**config.mk**
```make
export PLATFORM = sky130hd
export DESIGN_NAME = param_seq_detector_flat
export DESIGN_NICKNAME = d
export VERILOG_FILES = /design/src/rtl/param_seq_detector_if.sv /design/src/rtl/param_seq_detector.sv /design/src/flat_wrapper.sv
export SDC_FILE = /design/constraint.sdc
export NUM_CORES = 1
export LEC_CHECK = 0
export ABC_AREA = 1
export CELL_PAD_IN_SITES_DETAIL_PLACEMENT = 1
export CELL_PAD_IN_SITES_GLOBAL_PLACEMENT = 1
export CORE_UTILIZATION = 34
export DETAILED_ROUTE_END_ITERATION = 16
export HOLD_SLACK_MARGIN = 0.02
export PLACE_DENSITY_LB_ADDON = 0.1
export SYNTH_ARGS = -nofsm -noshare
export SYNTH_HDL_FRONTEND = slang
export SYNTH_SLANG_ARGS = --single-unit
```
**constraint.sdc**
```tcl
create_clock -name Clock -period 1.75 [get_ports Clock]
set_input_delay 0.35 -clock Clock [delete_from_list [all_inputs] [get_ports Clock]]
set_output_delay 0.35 -clock Clock [all_outputs]
set_load 0.03 [all_outputs]
```
**src/rtl/param_seq_detector_if.sv**
```systemverilog
// Serial-stream bus for param_seq_detector: data, control and match outputs.
// master drives stimulus/config, slave is the detector.
interface param_seq_detector_if #(
  parameter int MAXLEN = 8,
  parameter int LEN_W  = 4,
  parameter int CNT_W  = 8
);
  logic              w;
  logic              en;
  logic              overlap;
  logic              load;
  logic [MAXLEN-1:0] pat_in;
  logic [LEN_W-1:0]  len_in;
  logic              clr_cnt;
  logic              z;
  logic [CNT_W-1:0]  match_cnt;

  modport master (
    output w, en, overlap, load,
    output pat_in, len_in, clr_cnt,
    input  z, match_cnt
  );

  modport slave (
    input  w, en, overlap, load,
    input  pat_in, len_in, clr_cnt,
    output z, match_cnt
  );
endinterface

```
**src/rtl/param_seq_detector.sv**
```systemverilog
// Programmable Mealy serial sequence detector, overlap/non-overlap modes.
// Optional saturating match counter enabled by SEQ_MATCH_COUNT_EN.
module param_seq_detector #(
  parameter int                MAXLEN  = 8,
  parameter int                LEN_W   = 4,
  parameter int                CNT_W   = 8,
  parameter logic [MAXLEN-1:0] RST_PAT = 8'b0000_1001,
  parameter int                RST_LEN = 4
) (
  input logic                  Clock,
  input logic                  Resetn,
  param_seq_detector_if.slave  bus
);

  localparam logic [LEN_W-1:0] LMAX = LEN_W'(MAXLEN);
  localparam logic [LEN_W-1:0] LMIN = LEN_W'(2);

  logic [MAXLEN-1:0] pat_q;
  logic [LEN_W-1:0]  len_q;
  logic [LEN_W-1:0]  fill;
  logic [MAXLEN-2:0] hist;
  logic [LEN_W-1:0]  len_cl;
  logic [MAXLEN-1:0] cand;
  logic [MAXLEN-1:0] mask;
  logic              full;
  logic              hit;

  always_comb begin
    len_cl = bus.len_in;
    if (bus.len_in < LMIN)
      len_cl = LMIN;
    else if (bus.len_in > LMAX)
      len_cl = LMAX;
  end

  // only the low len_q bits of the window take part
  always_comb begin
    mask = '0;
    for (int i = 0; i < MAXLEN; i++)
      mask[i] = (LEN_W'(i) < len_q);
  end

  assign cand = {hist, bus.w};
  assign full = (fill >= len_q - LEN_W'(1));

  assign hit = Resetn & bus.en & ~bus.load & full
             & (((cand ^ pat_q) & mask) == '0);

  assign bus.z = hit;

  always_ff @(posedge Clock or negedge Resetn) begin
    if (!Resetn) begin
      pat_q <= RST_PAT;
      len_q <= LEN_W'(RST_LEN);
      hist  <= '0;
      fill  <= '0;
    end else if (bus.load) begin
      pat_q <= bus.pat_in;
      len_q <= len_cl;
      hist  <= '0;
      fill  <= '0;
    end else if (bus.en) begin
      hist <= cand[MAXLEN-2:0];
      // non-overlap: a match consumes its bits
      if (hit && !bus.overlap)
        fill <= '0;
      else if (fill != LMAX)
        fill <= fill + LEN_W'(1);
    end
  end

`ifdef SEQ_MATCH_COUNT_EN
  logic [CNT_W-1:0] cnt;

  always_ff @(posedge Clock or negedge Resetn) begin
    if (!Resetn)
      cnt <= '0;
    else if (bus.clr_cnt)
      cnt <= '0;
    else if (hit && cnt != '1)
      cnt <= cnt + CNT_W'(1);
  end

  assign bus.match_cnt = cnt;
`else
  assign bus.match_cnt = '0;
`endif

endmodule
```
**src/flat_wrapper.sv**
```systemverilog
// flat-port wrapper written by rule: the top's interface ports become plain ports
module param_seq_detector_flat 
#(
  parameter int                MAXLEN  = 8,
  parameter int                LEN_W   = 4,
  parameter int                CNT_W   = 8,
  parameter logic [MAXLEN-1:0] RST_PAT = 8'b0000_1001,
  parameter int                RST_LEN = 4
)
  (Clock, Resetn, bus_w, bus_en, bus_overlap, bus_load, bus_pat_in, bus_len_in, bus_clr_cnt, bus_z, bus_match_cnt);
  param_seq_detector_if #(.MAXLEN(MAXLEN), .LEN_W(LEN_W), .CNT_W(CNT_W)) bus_i ();
  input logic Clock;
  input logic Resetn;
  input wire logic [$bits(bus_i.w)-1:0] bus_w;
  input wire logic [$bits(bus_i.en)-1:0] bus_en;
  input wire logic [$bits(bus_i.overlap)-1:0] bus_overlap;
  input wire logic [$bits(bus_i.load)-1:0] bus_load;
  input wire logic [$bits(bus_i.pat_in)-1:0] bus_pat_in;
  input wire logic [$bits(bus_i.len_in)-1:0] bus_len_in;
  input wire logic [$bits(bus_i.clr_cnt)-1:0] bus_clr_cnt;
  output wire logic [$bits(bus_i.z)-1:0] bus_z;
  output wire logic [$bits(bus_i.match_cnt)-1:0] bus_match_cnt;
  assign bus_i.w = bus_w;
  assign bus_i.en = bus_en;
  assign bus_i.overlap = bus_overlap;
  assign bus_i.load = bus_load;
  assign bus_i.pat_in = bus_pat_in;
  assign bus_i.len_in = bus_len_in;
  assign bus_i.clr_cnt = bus_clr_cnt;
  assign bus_z = bus_i.z;
  assign bus_match_cnt = bus_i.match_cnt;
  param_seq_detector #(.MAXLEN(MAXLEN), .LEN_W(LEN_W), .CNT_W(CNT_W), .RST_PAT(RST_PAT), .RST_LEN(RST_LEN)) u_core (.Clock(Clock), .Resetn(Resetn), .bus(bus_i));
endmodule
```
# Yosys cells after proc, flatten, opt, wreduce, memory -nomap -nowiden
# Cells that the tools add are included.
[totals]
register_bits = 23
latch_bits = 0
ram_bits = 0
romBits = 0
out_inout_bits = 9
word_cells = 39
mem_count = 0
[op_classes]
n_addsub = 2
multipliers = 0
n_div = 0
n_lt_le_gt_ge = 11
n_eq_ne = 1
shift = 0
muxes = 8
bitwise_logic = 7
n_reduce_logical = 6
[op_table]
columns = ["op", "count"]
rows = [
  ["two-way mux 4 bit", 6],
  ["less-than comparator 3 x 4 -> 1 bit, first input constant", 4],
  ["two-way mux 7 bit", 2],
  ["AND 8 bit", 1],
  ["zero test 8 bit", 1],
  ["less-than comparator 1 x 4 -> 1 bit, first input constant", 2],
  ["less-than comparator 2 x 4 -> 1 bit, first input constant", 2],
  ["bitwise XOR 8 bit", 1],
  ["adder 4 x 1 -> 4 bit, second input constant", 1],
  ["AND 1 bit", 4],
  ["greater-or-equal comparator 4 bit", 1],
  ["greater-than comparator 4 bit, second input constant", 1],
  ["less-than comparator 4 x 2 -> 1 bit, second input constant", 1],
  ["!= test 4 bit, second input constant", 1],
  ["subtractor 4 x 1 -> 4 bit, second input constant", 1],
  ["nonzero test 3 bit", 1],
  ["AND reduction 2 bit", 1],
  ["nonzero test 2 bit", 1],
  ["logical AND 1 bit", 1],
  ["zero test 1 bit", 1],
  ["NOT 1 bit", 1],
]

# Logic depth before layout (Yosys ltp)
# Gate-level depths: netlist (run 1).
[logic_depth]
word_depth = 8
ltp_mapped = 15
mapped_depth_nobuf = 15

# Least setup slack after synthesis (run 1)
# Ideal clock, no wire load.
[synth_timing]
path_kind = "register -> output"
startpoint = "register u_core.len_q[0]"
endpoint = "output port bus_z"
t_arrival_ns = 2.295
t_required_ns = 1.400
slack_ns = -0.895
path_stages_with_launch = 11
n_path_buf = 0
cell_sequence = "dfrtp_1 inv_1 ha_1 xnor2_1 ha_1 nand2_1 inv_1 nand2_1 nand2_1 nor2_1 nor4_1"
[synth_between]
elab_chain_cells = 4
elab_cells_between_ends = 14
classes_between = "1 x add/sub; 9 x order compare; 3 x bitwise; 1 x reduce/logical"
[synth_rtl]
columns = ["element", "line_no", "source"]
rows = [
  ["start, declared", "param_seq_detector.sv:19", "logic [LEN_W-1:0] len_q;"],
  ["start signal, assigned", "param_seq_detector.sv:54", "len_q <= LEN_W'(RST_LEN);"],
  ["start signal, assigned", "param_seq_detector.sv:59", "len_q <= len_cl;"],
  ["subtractor 4 x 1 -> 4 bit, or another cell as far along", "param_seq_detector.sv:44", "assign full = (fill >= len_q - LEN_W'(1));"],
  ["greater-or-equal comparator 4 bit or AND 8 bit (tied branches)", "param_seq_detector.sv:44, param_seq_detector.sv:47", ""],
  ["AND 1 bit or zero test 8 bit (tied branches)", "param_seq_detector.sv:46, param_seq_detector.sv:47", ""],
  ["AND 1 bit (*)", "param_seq_detector.sv:47", "& (((cand ^ pat_q) & mask) == '0);"],
  ["end, declared", "flat_wrapper.sv:21", "output wire logic [$bits(bus_i.z)-1:0] bus_z;"],
]
# Every way passes the cells marked *; elsewhere a longest branch is shown, timed or not.

# Worst setup path in the final report (run 1)
[layout_timing]
startpoint = "register u_core.len_q[2]"
endpoint = "output port bus_z"
# Same word-level chain as after synthesis.

==> impl_results.md, run 1 <==
- Outcome: finished with violations
- Failing checks: setup timing
- Worst slew pin tran: 0.648 ns
- # IOs: 28
- GRT Total Usage: 18.9%
- Startpoint class of the critical path: register
- Chip height: 68.1 µm
- Crit Path Max Fanout: 2
- Reg-to-reg setup timing slack: -0.38 ns
- Root Driver: clkbuf_8
- Crit share post-route: 133%
- Routed vias/inst: 4.65
- Final setup skew: 0.00211 ns
- Kind of cell adding the most delay to the critical path: flip-flops
- CP peak stage delay: 0.55 ns
- Largest net degree at the start of global routing: 24
- Maximum clock insertion buffer count: 2
- HPWL Detailed: 2940 µm
- RSZ-0062 raised after global routing: yes
- PnR worst setup slack: -0.574 ns
- Met1 usage: 22.3%
- Routability cong.: 0.778
- Synth top area cells: dfrtp_1 34%, nand2_1 14%, ha_1 7.6%
- Final Hold Fails: 0
- Mapped Avg Cell Area: 7.75 µm²
- Ys async rst share: 100%
- Yosys warnings: 0
- Met3 usage: 2.50%
- Clock slew at reported path FFs: 0.09 ns
- Nets: 267
- Post-Synthesis Cells: 192
- Number of global-route vias before repair: 1,416
- Headroom to the max-slew limit: 56.5%
- Post-DRT Antenna Nets: 0
- H-tree levels: 1
- P&R area growth vs syn: 36.8%
- Number of remaining DRC errors: 0
- Vias: 1,338
- Final worst path period need: 2.32 ns
- FF+latch count, synth: 23
- Die width: 68.1 µm
- Arrival @ worst endpoint: 1.97 ns
- Number of buffers created by CTS: 3
- Routed WL per cell: 13.5 µm
- Setup TNS: -2.01 ns
- Final setup vio count: 5
- Post-Route Utilization: 49.8%
- Core ar.: 4090 µm²
- Fin area: 2040 µm²
- Seq/Total Area, Yosys: 38.9%
- Mapped cell area: 1490 µm²
- Req. time, crit path: 1.40 ns
- Initial Utilization: 36.4%
- Row count: 23
- Synth cell types: 28
- CP Cell Sequence: inv_2 -> nand3_2 -> xor2_1 -> ha_1 -> nand2_2 -> inv_2 -> nand2_2 -> nand2_2 -> nor2_4 -> nor4_4 -> buf_4
- DP Area: 1910 µm²
- Fmax: 0.430 GHz
- Crit. End Element: primary output
- Ys flop type: dfrtp_1
- ANT cells: 0
- Hold Buf Count CTS: 0
- Critical path type: reg -> out
- Layout cell share with drive strength beyond 1: 30.3%
- Crit path top cell by count: nand2_2
- GR Overflow Total: 0
- Initial DRC count: 65
- Power Density: 711 nW/µm²
- First-pass GRT wire length: 6370 µm
- Max rail drop VDD: 0.360 mV
- Met2 usage: 34.4%
- Worst hold path class: in -> async
- Clock sinks: 23
- Number of synthesized flops with an enable pin: 0
- Leakage: 1.01 nW
- Clk Latency, worst-skew pair: 0.27 ns
- Initial antenna violation count: 0
- Synth top area share: 33.6%
- Aggregate routed wire length: 3880 µm
- Pre-antenna DRT Iters: 4
- Input/output buffers: 18
- Final total power: 1.45 mW
- Max-slew violation count: 0
- Area leader, netlist: dfrtp_1
- Buf/Inv on CP: 3
- TritonCTS clock tree: done
- Slowest-stage cell, CP: dfstp_2
- Gr busiest metal: met2
- Max_cap viols: 0
- Die area: 4640 µm²
==> layout by cell type, fill, tap and decap left out, types with 2 or more instances in the layout <==
| master | n |
|---|---|
| nand2_2 | 8 |
| a21oi_2 | 2 |
| inv_1 | 26 |
| nor2_4 | 4 |
| clkdlybuf4s50_1 | 17 |
| nand3_2 | 2 |
| ha_1 | 7 |
| o21ai_0 | 11 |
| inv_2 | 7 |
| nand2_4 | 4 |
| xor2_1 | 3 |
| nor2_1 | 8 |
| dfrtp_1 | 20 |
| conb_1 | 8 |
| o21ai_2 | 3 |
| dfstp_2 | 3 |
| nor2_2 | 2 |
| o21ai_1 | 2 |
| nand2_1 | 48 |
| nand3_1 | 5 |
| clkbuf_8 | 3 |
| o22ai_1 | 8 |
| buf_4 | 27 |
==> where the power goes <==
part	switching, mW	leakage [nW]	total, mW	internal (mW)
Clock	0.195	0.0228	0.358	0.163
Combinational	0.271	0.694	0.492	0.221
Sequential	0.0255	0.292	0.598	0.572
==> cell families (layout without fill, tap and decap cells) <==
family,count (synthesis),count (layout),synth area share [%]
flops,23,23,38.9
buf+inv,43,82,12.9
compound gates,28,28,11.9
other cells,1,8,0.252
simple gates,84,84,26.2
fa+ha+maj,9,9,7.57
xor+xnor,4,4,2.36
==> layout make-up <==
cell class | count | area [µm²]
inverters | 33 | 124
multi-input cells | 133 | 832
repair buffers | 45 | 393
well taps | 50 | 62.6
flip-flops and latches | 23 | 579
fillers | 511 | 2050
clock buffers | 4 | 45.0
==> metrics by stage <==
| step | setup WS, ns | cells | hold WS [ns] |
|---|---|---|---|
| 3_5_place_dp | -0.421 | 282 | 0.497 |
| 6_report | -0.574 | 288 | 0.486 |
| 4_1_cts | -0.581 | 287 | 0.511 |
| 5_1_grt | -0.695 | 288 | 0.516 |
| 3_3_place_gp | -0.361 | 282 | 0.485 |
| 2_1_floorplan | -0.389 | 199 | 0.0544 |
==> flip-flops by register name, indices dropped and copies added, names as in the netlist <==
| signal | count |
|---|---|
| u_core.fill | 4 |
| u_core.hist | 7 |
| u_core.len_q | 4 |
| u_core.pat_q | 8 |
==> timing repair <==
item,CTS,global route
gates resized for setup,12,7
endpoints found under the setup margin,5,5
pin swaps,13,6
setup buffers,2,1
==> worst paths after layout <==
| path | cells past startpoint | start | to |
|---|---|---|---|
| max in group asynchronous | 2 | Resetn | u_core.len_q[2] |
| min in group Clock | 2 | u_core.pat_q[0] | u_core.pat_q[0] |
| max | 11 | u_core.len_q[2] | bus_z |
| min reg2reg | 2 | u_core.pat_q[0] | u_core.pat_q[0] |
| max reg2reg | 15 | u_core.len_q[0] | u_core.fill[1] |
| min | 2 | Resetn | u_core.pat_q[5] |
==> synth_stat cells (2+ instances only) <==
library cell,count
inv_1,29
o21ai_1,2
clkbuf_1,2
o21ai_2,3
nand2_4,2
nand2_2,4
dfrtp_1,20
buf_4,8
nand3_1,6
nor2_1,11
dfstp_2,3
xor2_1,3
o21ai_0,11
a21oi_1,2
nand2_1,54
o22ai_1,8
ha_1,9
inv_2,4
nor2_4,2
==> metal layers <==
layer / vias to the layer above / wire length, µm
li1: 677 / -
met1: 635 / 1680
met2: 22 / 2030
met3: 4 / 113
met4: 0 / 46
met5: - / 0
No activity file was read; power rests on OpenSTA's default activity.
==> inputs of run 2 (changes only) <==
Settings changed: GPL_ROUTABILITY_DRIVEN set to 1.
==> results of run 2 <==
Same layout as run 1: the final DEF is identical, and so are final timing and power.
==> inputs of run 3 (changes only) <==
Settings changed: SETUP_SLACK_MARGIN set to 0.15.
Clock period 1.75 ns to 1.9 ns, I/O delays scaled along.
==> impl_results.md, run 3 (synthesized netlist as in run 1, its figures left out) <==
- Largest reg by FF count: u_core.pat_q
- Crit share post-route: 123%
- Number of remaining DRC errors: 0 (unchanged)
- Clock slew at reported path FFs: 0.08 ns (about the same)
- Pre-antenna DRT Iters: 4 (unchanged)
- Routed vias/inst: 4.62 (-0.49%)
- Nets: 268 (+0.37%)
- Inst Count DP: 282 (unchanged)
- Arrival @ worst endpoint: 1.96 ns (about the same)
- Chip height: 68.1 µm (unchanged)
- First-pass GRT wire length: 5960 µm (-6.4%)
- Row count: 23 (unchanged)
- Number of global-route vias before repair: 1,380 (-2.5%)
- Input/output buffers: 18 (unchanged)
- Post-DRT Antenna Nets: 0 (unchanged)
- Largest net degree at the start of global routing: 24 (unchanged)
- ANT cells: 0 (unchanged)
- Root Driver: clkbuf_8
- TritonCTS clock tree: done
- Crit Path Max Fanout: 3 (+1)
- Final worst path period need: 2.34 ns
- Maximum clock insertion buffer count: 2 (unchanged)
- Core ar.: 4090 µm² (unchanged)
- Startpoint class of the critical path: register
- # IOs: 28 (unchanged)
- H-tree levels: 1 (unchanged)
- GRT Total Usage: 17.7% (-1.2 points)
- Setup WS pre-CTS: -0.284 ns (+0.137 ns)
- Worst hold path class: in -> async
- Worst slew pin tran: 0.609 ns (-0.0388 ns)
- PnR worst setup slack: -0.437 ns (+0.137 ns)
- Clk Latency, worst-skew pair: 0.27 ns (about the same)
- Largest register FFs: 8 (unchanged)
- Commonest non-fill, non-tap cells in the layout: 49 x nand2_1, 28 x buf_4, 27 x inv_1
- Final total power: 1.29 mW (-11%)
- P&R area growth vs syn: 35.1%
- HPWL Detailed: 2890 µm (-1.8%)
- Fmax: 0.428 GHz
- Req. time, crit path: 1.52 ns (+0.12 ns)
- Power Density: 640 nW/µm² (-10%)
- Clock sinks: 23 (unchanged)
- Biggest regs: u_core.pat_q x8, u_core.hist x7
- Max_cap viols: 0 (unchanged)
- Aggregate routed wire length: 3610 µm (-6.9%)
- Final instance count without filler cells: 289 (+0.35%)
- Number of buffers created by CTS: 3 (unchanged)
- Critical path type: reg -> out
- Headroom to the max-slew limit: 59.1% (+2.6 points)
- Max rail drop VDD: 0.279 mV (-22%)
- Final setup vio count: 5 (unchanged)
- Leakage: 1.00 nW (-0.40%)
- Initial antenna violation count: 0 (unchanged)
- Setup TNS: -1.56 ns (+0.450 ns)
- Final Hold Fails: 0 (unchanged)
- Layout cell share with drive strength beyond 1: 29.3% (-0.96 points)
- Outcome: finished with violations
- Max-slew violation count: 0 (unchanged)
- Initial Utilization: 36.4% (unchanged)
- Initial DRC count: 51 (-22%)
- Failing checks: setup timing
- Routability cong.: 0.750 (-3.6%)
- Final setup skew: 0.00516 ns (+0.00305 ns)
- Routed WL per cell: 12.5 µm (-7.2%)
- RSZ-0062 raised after global routing: yes
- Die width: 68.1 µm (unchanged)
- Fill cells: 520 (+1.8%)
- Die area: 4640 µm² (unchanged)
- GR Overflow Total: 0 (unchanged)
- Crit. End Element: primary output
- Commonest non-fill, non-tap cell in the layout: nand2_1
- Vias: 1,336 (-0.15%)
- WHS: 0.505 ns (+0.0186 ns)
==> run 3: path summary, 6_finish.rpt <==
path                                        end  slack (ns)  cells past startpoint            start
worst max-delay path                      bus_z       -0.44                     11  u_core.len_q[2]
worst min-delay path            u_core.pat_q[4]        0.51                      2           Resetn
worst max register to register   u_core.fill[1]       -0.30                     17  u_core.len_q[2]
worst min register to register  u_core.pat_q[0]        0.51                      2  u_core.pat_q[0]
max in group asynchronous       u_core.pat_q[0]        1.08                      2           Resetn
min in group Clock              u_core.pat_q[0]        0.51                      2  u_core.pat_q[0]
==> run 3: stage by stage <==
stage	util, %	area [µm²]
floorplan	-	1530
CTS	48.4	1980
global placement	46.4	1890
global route	49.2	2010
finish	49.2	2010
detailed placement	46.4	1890
==> run 3: timing repair <==
item,in CTS,in global routing
endpoints found under the setup margin,5,5
hold buffers,0,0
buffers inserted,2,1
resized for setup,9,7
hold endpoints to repair,0,0
pin swaps,6,3
==> run 3: critical path: stages (launching register included) <==
cell and delay [ns]:
dfstp_2 0.55, inv_2 0.04, nand3_2 0.05, xor2_1 0.15, ha_1 0.28, nand2_2 0.09
inv_1 0.04, nand2_1 0.07, nand2_2 0.06, nor2_4 0.15, nor4_4 0.05, buf_4 0.16
==> run 3: layout make-up <==
class                   count  area [µm²]  area share [%]
multi-input cells         133         807            40.2
flip-flops and latches     23         579            28.8
repair buffers             46         392            19.5
inverters                  33         124            6.16
well taps                  50        62.6            3.11
clock buffers               4        45.0            2.24
==> run 3: report_power, final <==
part / switching [mW] / internal (mW)
Combinational: 0.234 / 0.196
Clock: 0.159 / 0.150
Sequential: 0.0207 / 0.527
Total: 0.414 / 0.873
==> run 3: layer usage <==
metal  up-vias  part of all wire [%]  track usage [%]  routed length [µm]
met1       636                    44             19.0                1570
li1        675                     -                -                   -
met3         4                   3.0             3.83                 109
met5         -                     0                0                   0
met4         0                   1.0             5.73                  36
met2        21                    52             33.7                1890
